## src/rtl/mem_arbiter_rr.sv

```systemverilog
`default_nettype none
// ============================================================================
//  Module      : mem_arbiter_rr
//  Description : N-port memory arbiter in front of a single valid/ready
//                memory port. Grants are issued combinationally in IDLE
//                (round-robin or fixed highest-index priority), held until
//                the memory signals completion, and the response is steered
//                back to the owning port only.
//  Revision    : 1.0 - initial release
// ============================================================================
module mem_arbiter_rr #(
  parameter int NPORTS  = 2,
  parameter int ADDR_W  = 32,
  parameter int DATA_W  = 32,
  parameter int RR_MODE = 1
) (
  input  logic                       clk,
  input  logic                       rst,
  input  logic [NPORTS-1:0]          req_valid,
  input  logic [NPORTS-1:0]          req_instr,
  input  logic [NPORTS*ADDR_W-1:0]   req_addr,
  input  logic [NPORTS*DATA_W-1:0]   req_wdata,
  input  logic [NPORTS*DATA_W/8-1:0] req_wstrb,
  output logic [NPORTS*DATA_W-1:0]   rsp_rdata,
  output logic [NPORTS-1:0]          rsp_ready,
  output logic                       memory_valid,
  output logic                       memory_instr,
  output logic [ADDR_W-1:0]          memory_addr,
  output logic [DATA_W-1:0]          memory_wdata,
  output logic [DATA_W/8-1:0]        memory_wstrb,
  input  logic [DATA_W-1:0]          memory_rdata,
  input  logic                       memory_ready
);

  localparam int c_strb_w = DATA_W / 8;
  localparam int c_own_w  = (NPORTS > 1) ? $clog2(NPORTS) : 1;
  localparam bit c_rr     = (RR_MODE != 0);

  typedef enum logic [0:0] {
    S_IDLE = 1'b0,
    S_BUSY = 1'b1
  } state_t;

  state_t               r_state;
  state_t               w_state_nxt;
  logic [c_own_w-1:0]   r_owner;
  logic [c_own_w-1:0]   w_owner_nxt;
  logic [c_own_w-1:0]   r_ptr;
  logic [c_own_w-1:0]   w_ptr_nxt;

  logic                 w_grant_any;
  logic [c_own_w-1:0]   w_grant_idx;
  logic                 w_active;
  logic [c_own_w-1:0]   w_sel;
  logic                 w_done;

  // Port index arithmetic modulo NPORTS (NPORTS need not be a power of two)
  function automatic logic [c_own_w-1:0] wrap_add(input logic [c_own_w-1:0] base,
                                                  input int                 inc);
    int sum;
    sum = int'(base) + inc;
    if (sum >= NPORTS) begin
      sum = sum - NPORTS;
    end
    return c_own_w'(sum);
  endfunction

  generate
    if (c_rr) begin : g_rr_sel
      // Round-robin: first valid port searched upward from the pointer
      always_comb begin
        w_grant_any = 1'b0;
        w_grant_idx = '0;
        for (int k = 0; k < NPORTS; k++) begin
          if (!w_grant_any && req_valid[wrap_add(r_ptr, k)]) begin
            w_grant_any = 1'b1;
            w_grant_idx = wrap_add(r_ptr, k);
          end
        end
      end
    end else begin : g_fixed_sel
      // Fixed priority: the highest-index valid port wins (later hits overwrite)
      always_comb begin
        w_grant_any = 1'b0;
        w_grant_idx = '0;
        for (int i = 0; i < NPORTS; i++) begin
          if (req_valid[i]) begin
            w_grant_any = 1'b1;
            w_grant_idx = c_own_w'(i);
          end
        end
      end
    end
  endgenerate

  // Pick the port currently driving the memory: locked owner in BUSY, fresh grant in IDLE
  always_comb begin
    w_sel    = (r_state == S_BUSY) ? r_owner : w_grant_idx;
    w_active = (r_state == S_BUSY) || w_grant_any;
    w_done   = rst && w_active && memory_ready;
  end

  // Memory-side request mux; everything is zero in reset or when nobody is selected
  always_comb begin
    memory_valid = 1'b0;
    memory_instr = 1'b0;
    memory_addr  = '0;
    memory_wdata = '0;
    memory_wstrb = '0;
    if (rst && w_active) begin
      for (int i = 0; i < NPORTS; i++) begin
        if (w_sel == c_own_w'(i)) begin
          // In BUSY the owner's live valid is forwarded, even if it drops early
          memory_valid = req_valid[i];
          memory_instr = req_instr[i];
          memory_addr  = req_addr[i*ADDR_W +: ADDR_W];
          memory_wdata = req_wdata[i*DATA_W +: DATA_W];
          memory_wstrb = req_wstrb[i*c_strb_w +: c_strb_w];
        end
      end
    end
  end

  // Response steering: only the completing port sees ready and read data
  always_comb begin
    rsp_ready = '0;
    rsp_rdata = '0;
    if (w_done) begin
      for (int i = 0; i < NPORTS; i++) begin
        if (w_sel == c_own_w'(i)) begin
          rsp_ready[i]                   = 1'b1;
          rsp_rdata[i*DATA_W +: DATA_W]  = memory_rdata;
        end
      end
    end
  end

  // Next-state logic for the grant lock and the round-robin pointer
  always_comb begin
    w_state_nxt = r_state;
    w_owner_nxt = r_owner;
    w_ptr_nxt   = r_ptr;
    case (r_state)
      S_IDLE: begin
        // A single-cycle transfer completes here and never enters BUSY
        if (w_grant_any && !memory_ready) begin
          w_state_nxt = S_BUSY;
          w_owner_nxt = w_grant_idx;
        end
      end
      S_BUSY: begin
        if (memory_ready) begin
          w_state_nxt = S_IDLE;
        end
      end
      default: begin
        w_state_nxt = S_IDLE;
      end
    endcase
    // Just-served port drops to lowest priority for the next arbitration
    if (c_rr && w_done) begin
      w_ptr_nxt = wrap_add(w_sel, 1);
    end
  end

  // State, owner and pointer registers with synchronous active-low reset
  always_ff @(posedge clk) begin
    if (!rst) begin
      r_state <= S_IDLE;
      r_owner <= '0;
      r_ptr   <= '0;
    end else begin
      r_state <= w_state_nxt;
      r_owner <= w_owner_nxt;
      r_ptr   <= w_ptr_nxt;
    end
  end

endmodule
`default_nettype wire

```

## config.mk

```make
export PLATFORM = sky130hd
export DESIGN_NAME = mem_arbiter_rr
export DESIGN_NICKNAME = d
export VERILOG_FILES = /design/src/rtl/mem_arbiter_rr.sv
export SDC_FILE = /design/constraint.sdc
export NUM_CORES = 1
export LEC_CHECK = 0
export CORE_AREA = 5 5 116 118
export DETAILED_ROUTE_END_ITERATION = 8
export DIE_AREA = 0 0 121 123
export DONT_BUFFER_PORTS = 1
export GPL_ROUTABILITY_DRIVEN = 0
export PLACE_DENSITY_LB_ADDON = 0.2
export REMOVE_ABC_BUFFERS = 1
export SLEW_MARGIN = 25
export SYNTH_ARGS = -nofsm -noshare
export SYNTH_HDL_FRONTEND = slang
export SYNTH_SLANG_ARGS = --single-unit
```

## constraint.sdc

```tcl
create_clock -name clk -period 1.4 [get_ports clk]
set_clock_uncertainty 0.15 [all_clocks]
set_input_delay 0.14 -clock clk [delete_from_list [all_inputs] [get_ports clk]]
set_output_delay 0.14 -clock clk [all_outputs]
set_load 0.005 [all_outputs]
```

# Word-level counts from Yosys, hierarchy flattened
# Cells that the tools add are included.
[word_totals] inputBits=175 word_cells=53 register_bits=3
[op_classes] bitwise=1 n_lt_le_gt_ge=5 addsub=5 muxes=31 reduce_logical=8
[ops] op="$mux 32" n=6
[ops] op="$mux 64" n=1
[ops] op="$mux 1" n=20
[ops] op="$mux 4" n=2
[ops] op="$add 1x1->2 const B" n=2
[ops] op="$ge 2x2->1 const B" n=2
[ops] op="$logic_and 1x1->1" n=4
[ops] op="$lt 1x2->1 const B" n=2
[ops] op="$sub 1x1->1 const B" n=3
[ops] op="$ge 1x2->1 const B" n=1
[ops] op="$logic_not 1->1" n=2
[ops] op="$mux 2" n=1
[ops] op="$pmux 1 s2" n=1
[ops] op="$reduce_and 2->1" n=1
[ops] op="$logic_or 1x1->1" n=1
[ops] op="$not 1->1" n=1

# Logic depth before layout (Yosys ltp)
[depth] depth_word=12 ltp_mapped=6 ltp_nobuf=3

# Least setup slack after synthesis
# Ideal clock, no wire load.
[synth_timing] path_kind="register to output" startpoint="register r_state" endpoint="output port memory_addr[0]" path_slack_ns=-0.094 path_stages_with_launch=6 arrival_ns=1.204 path_buffers=2 cell_sequence="dfxtp_1 nand2b_1 o21a_1 buf_4 buf_4 mux2i_1"
[synth_between] elab_chain_len=3 word_cells_on_any_way=5 cone_classes="mux: 3; reduce/logical: 2"
[synth_lines] item="start, declared" line="44" text="state_t r_state;"
[synth_lines] item="start signal, assigned" line="173" text="r_state <= w_state_nxt;"
[synth_lines] item="$mux 1 / $logic_or 1x1->1 (equally long branches)" line="98, 99"
[synth_lines] item="$mux 32 / $logic_and 1x1->1 (equally long branches)" line="112, 110"
[synth_lines] item="$mux 32 *" line="110" text="if (rst && w_active) begin"
[synth_lines] item="end, declared" line="28" text="output logic [ADDR_W-1:0] memory_addr,"
# Every way passes the cells marked *; elsewhere a longest branch is shown, timed or not.

# Worst setup path in the final report
[layout_timing] startpoint="register r_state" endpoint="output port memory_addr[1]"
# Same word-level chain as after synthesis.

==> summary.md <==
| Metric | Value |
|---|---|
| Status | finished, violations left |
| Failing checks | setup timing |
| Part of the Yosys area used for sequential elements | 2.52% |
| Final Instance Area | 0.00513 mm^2 |
| Total CTS buffers | 3 |
| Power density cells | ~460 mW/mm^2 |
| Crit path capture type | output pin |
| Slew at the pin closest to its max-slew limit | around 240 ps |
| Count of nets left with antenna violations after detail routing | 0 |
| Final hold violation count | 0 |
| DRC violation count after routing | 0 |
| Vias in the first global route | ~3100 |
| Initial cell density of the core | roughly a fifth |
| Critical-path top delay cell | sky130_fd_sc_hd__dfxtp_2 |
| Leakage | about 1.8 nW |
| HPWL reported at the end of detailed placement | between 8000 and 9000 um |
| Dpl ws | -250 ps |
| Setup slack after layout | -442 ps |
| Filler instances | around 1100 |
| Wire length of the first global-routing pass | around 18000 um |
| Worst setup path startpoint | r_state$_SDFF_PN0_ |
| Crit path launch type | flip-flop |
| Core occupancy in the finished layout | between 40% and 50% |
| Die Span X | about 120 um |
| Total number of yosys warnings | 0 |
| Placed cell count | between 500 and 600 |
| Number of buffer cells added on primary ports | 0 |
| Total number of placement rows | between 40 and 50 |
| Sinks on Clock Net | 3 |
| Router iterations before antenna repair | 4 |
| Register clock-pin slew on the reported worst setup and hold paths | ~30 ps |
| Worst hold slack across all endpoints | approximately 5.3 ps |
| Worst Path Buf+Inv | 3 |
| Startpoint of the most critical register-to-register path | r_state$_SDFF_PN0_ |
| Total power consumption of the routed design | ~2.4 mW |
| Worst slew margin relative to its limit | between 80% and 90% |
| Top fanout value on the critical path | 7 |
| Overall overflow remaining after global route | 0 |
| Highest cell delay on the worst timing path | 320 ps |
| Fraction of layout instances using a drive strength above 1 | 72.1% |
| Via count | roughly 3100 |
| Synthesized area per cell | between 6 and 7 um^2 |
| Number of buffers on the longest clock path | 2 |
| Overall fraction of global-route tracks in use | roughly 15% |
| Critical path class | flip-flop to output pin |
| Reg-to-reg setup timing slack | -70 ps |
| Drt total wl | 14200 um |
| Initial antenna violation count | 0 |
| Final Max Slew Viols | 0 |
| Number of vias per cell | ~5.3 |
| Peak VDD IR | between 0.2 and 0.3 mV |
| Worst hold path type | input port to flip-flop |
| Top-Level Pins | between 300 and 400 |
| Shortest period the worst path allows | 1840 ps |
| TritonCTS clock tree | yes |
| Die area | between 0.01 and 0.015 mm^2 |
| Clock H-tree levels | 1 |
| Fmax | 543 MHz |
| Period utilization | 132% |
| Worst-case hold path end point | r_ptr$_SDFFE_PN0P_ |
| Core Box Area | roughly 0.012 mm^2 |
| Reg-to-Reg End | r_ptr$_SDFFE_PN0P_ |
| Largest delay share family, worst path | buffers and inverters |
| Yosys reg bits | 3 |
| Die Span Y | between 100 and 150 um |
| Synthesized area | ~0.0024 mm^2 |
| # setup viols final | ~140 |
| First DRT Iteration DRCs | 140 |
| Count of maximum capacitance violations | 0 |
| Data arrival time of the critical path | 1550 ps |
| Clk root buf | sky130_fd_sc_hd__clkbuf_16 |
| N_diodes | 0 |
| Worst hold start | memory_ready |
| Area delta synth->final | 115% |
| Data required time of the worst path | 1110 ps |
| Number of standard cells after synthesis | roughly 380 |
| Unrepaired setup endpoints after global routing | yes |
| Dpl cell area | 0.00272 mm^2 |
| Maximum number of pins on one net before global-route repair | 142 |
| Number of cells on the worst reg-to-reg path | 4 |
| Unique masters post-synth | 21 |
| Final std cells w/o fill | between 500 and 600 |
| Cell chain of the critical path | nand2b_4 -> o21a_4 -> buf_4 -> buf_16 -> buf_6 -> mux2i_2 |
| Worst-Skew Late Latency | around 220 ps |
| Accumulated negative setup slack | -48950 ps |
| Worst hold path depth | 2 |
| Average routed wire per standard cell | roughly 24 um |
| Nets | 588 |
## how the worst max path moves through the flow
stage                            end  slack (ps)  cells past startpoint
floorplan             memory_addr[0]       -2540                      3
global placement     memory_wstrb[0]        -220                      4
CTS                 memory_wdata[21]        -420                      5
detailed placement   memory_addr[22]        -250                      5
finish                memory_addr[1]        -440                      6
global route          memory_addr[1]        -500                      6
## synthesized netlist by cell type
library cell / n / share of area, %
sky130_fd_sc_hd__buf_4: 8 / 2.5
sky130_fd_sc_hd__buf_1: 7 / 1.1
sky130_fd_sc_hd__clkbuf_1: 13 / 2.0
sky130_fd_sc_hd__a21oi_1: 2 / 0.42
sky130_fd_sc_hd__nand3_1: 109 / 23
sky130_fd_sc_hd__buf_6: 11 / 5.2
sky130_fd_sc_hd__mux2i_1: 70 / 29
sky130_fd_sc_hd__or3_1: 1 / 0.26
sky130_fd_sc_hd__nor2_1: 69 / 11
sky130_fd_sc_hd__o21ai_1: 1 / 0.21
sky130_fd_sc_hd__nand2b_1: 1 / 0.26
sky130_fd_sc_hd__dfxtp_1: 3 / 2.5
sky130_fd_sc_hd__nor2b_1: 1 / 0.26
sky130_fd_sc_hd__nand3_2: 30 / 13
sky130_fd_sc_hd__o21a_1: 1 / 0.32
sky130_fd_sc_hd__buf_2: 10 / 2.1
sky130_fd_sc_hd__a211oi_1: 1 / 0.32
sky130_fd_sc_hd__inv_1: 1 / 0.16
sky130_fd_sc_hd__nand2_1: 36 / 5.7
sky130_fd_sc_hd__o311a_1: 1 / 0.42
sky130_fd_sc_hd__a311oi_1: 1 / 0.37
## metal layers
layer	routed length (um)	GRT usage, %	vias up
met1	4950	16.4	1448
met5	0	0	-
met2	7760	29.9	226
met3	1210	2.84	22
met4	323	4.04	0
li1	-	-	1412
## report_power, final
part | total (mW) | leakage (nW) | internal, mW | switching (mW)
logic | 1.81 | 1.78 | 0.948 | 0.862
clock network | 0.451 | 0.0382 | 0.376 | 0.0755
registers | 0.100 | 0.0254 | 0.0941 | 0.00610
total | 2.36 | 1.85 | 1.42 | 0.944
## logic make-up (layout without fill, tap and decap cells)
group	after synthesis	in the layout	synth area share (%)
flops	3	3	2.52
mux	70	70	29.4
simple gates	247	247	52.9
compound gates	7	7	2.05
buf+inv	50	85	13.1
## repair_timing
| item | in CTS | in global routing |
|---|---|---|
| setup endpoints to repair | 137 | 137 |
| endpoints found under the hold margin | 3 | 0 |
| hold buffers | 4 | 0 |
| gates cloned | 13 | 8 |
| resized for setup | 242 | 106 |
| buffers inserted | 16 | 6 |
| pin swaps | 25 | 30 |
## registers in the layout, indices dropped and copies added, names as in the netlist
name and count:
r_owner 1, r_ptr 1, r_state 1
## layout by cell type (no fill, tap or decap)
cell type,instances
sky130_fd_sc_hd__dfxtp_1,1
sky130_fd_sc_hd__nor2b_4,1
sky130_fd_sc_hd__a311oi_1,1
sky130_fd_sc_hd__nor2_4,31
sky130_fd_sc_hd__nand3_4,10
sky130_fd_sc_hd__buf_12,15
sky130_fd_sc_hd__dlymetal6s4s_1,1
sky130_fd_sc_hd__nand2_4,8
sky130_fd_sc_hd__nand2_1,4
sky130_fd_sc_hd__buf_8,3
sky130_fd_sc_hd__buf_6,9
sky130_fd_sc_hd__nand2b_4,1
sky130_fd_sc_hd__mux2i_2,27
sky130_fd_sc_hd__mux2i_4,21
sky130_fd_sc_hd__a211oi_2,1
sky130_fd_sc_hd__clkbuf_1,1
sky130_fd_sc_hd__nor2_1,7
sky130_fd_sc_hd__o311a_4,1
sky130_fd_sc_hd__clkbuf_16,10
sky130_fd_sc_hd__nand3_2,57
sky130_fd_sc_hd__o21ai_4,1
sky130_fd_sc_hd__or3_4,1
sky130_fd_sc_hd__a21oi_1,2
sky130_fd_sc_hd__nor2_2,31
sky130_fd_sc_hd__dlygate4sd3_1,3
sky130_fd_sc_hd__dfxtp_2,2
sky130_fd_sc_hd__o21a_4,1
sky130_fd_sc_hd__buf_16,17
sky130_fd_sc_hd__nand2_8,24
sky130_fd_sc_hd__inv_1,1
sky130_fd_sc_hd__nand3_1,72
sky130_fd_sc_hd__mux2i_1,22
sky130_fd_sc_hd__buf_4,25
## final cells by class
| class | instances | area (um^2) | area share (%) |
|---|---|---|---|
| inverter | 1 | 3.75 | 0.0732 |
| multi-input combinational | 324 | 3450 | 67.2 |
| clock buffer | 4 | 78.8 | 1.54 |
| tap | 172 | 215 | 4.20 |
| timing repair buffer | 80 | 1320 | 25.7 |
| sequential | 3 | 62.6 | 1.22 |
No activity file was read; power rests on OpenSTA's default activity.
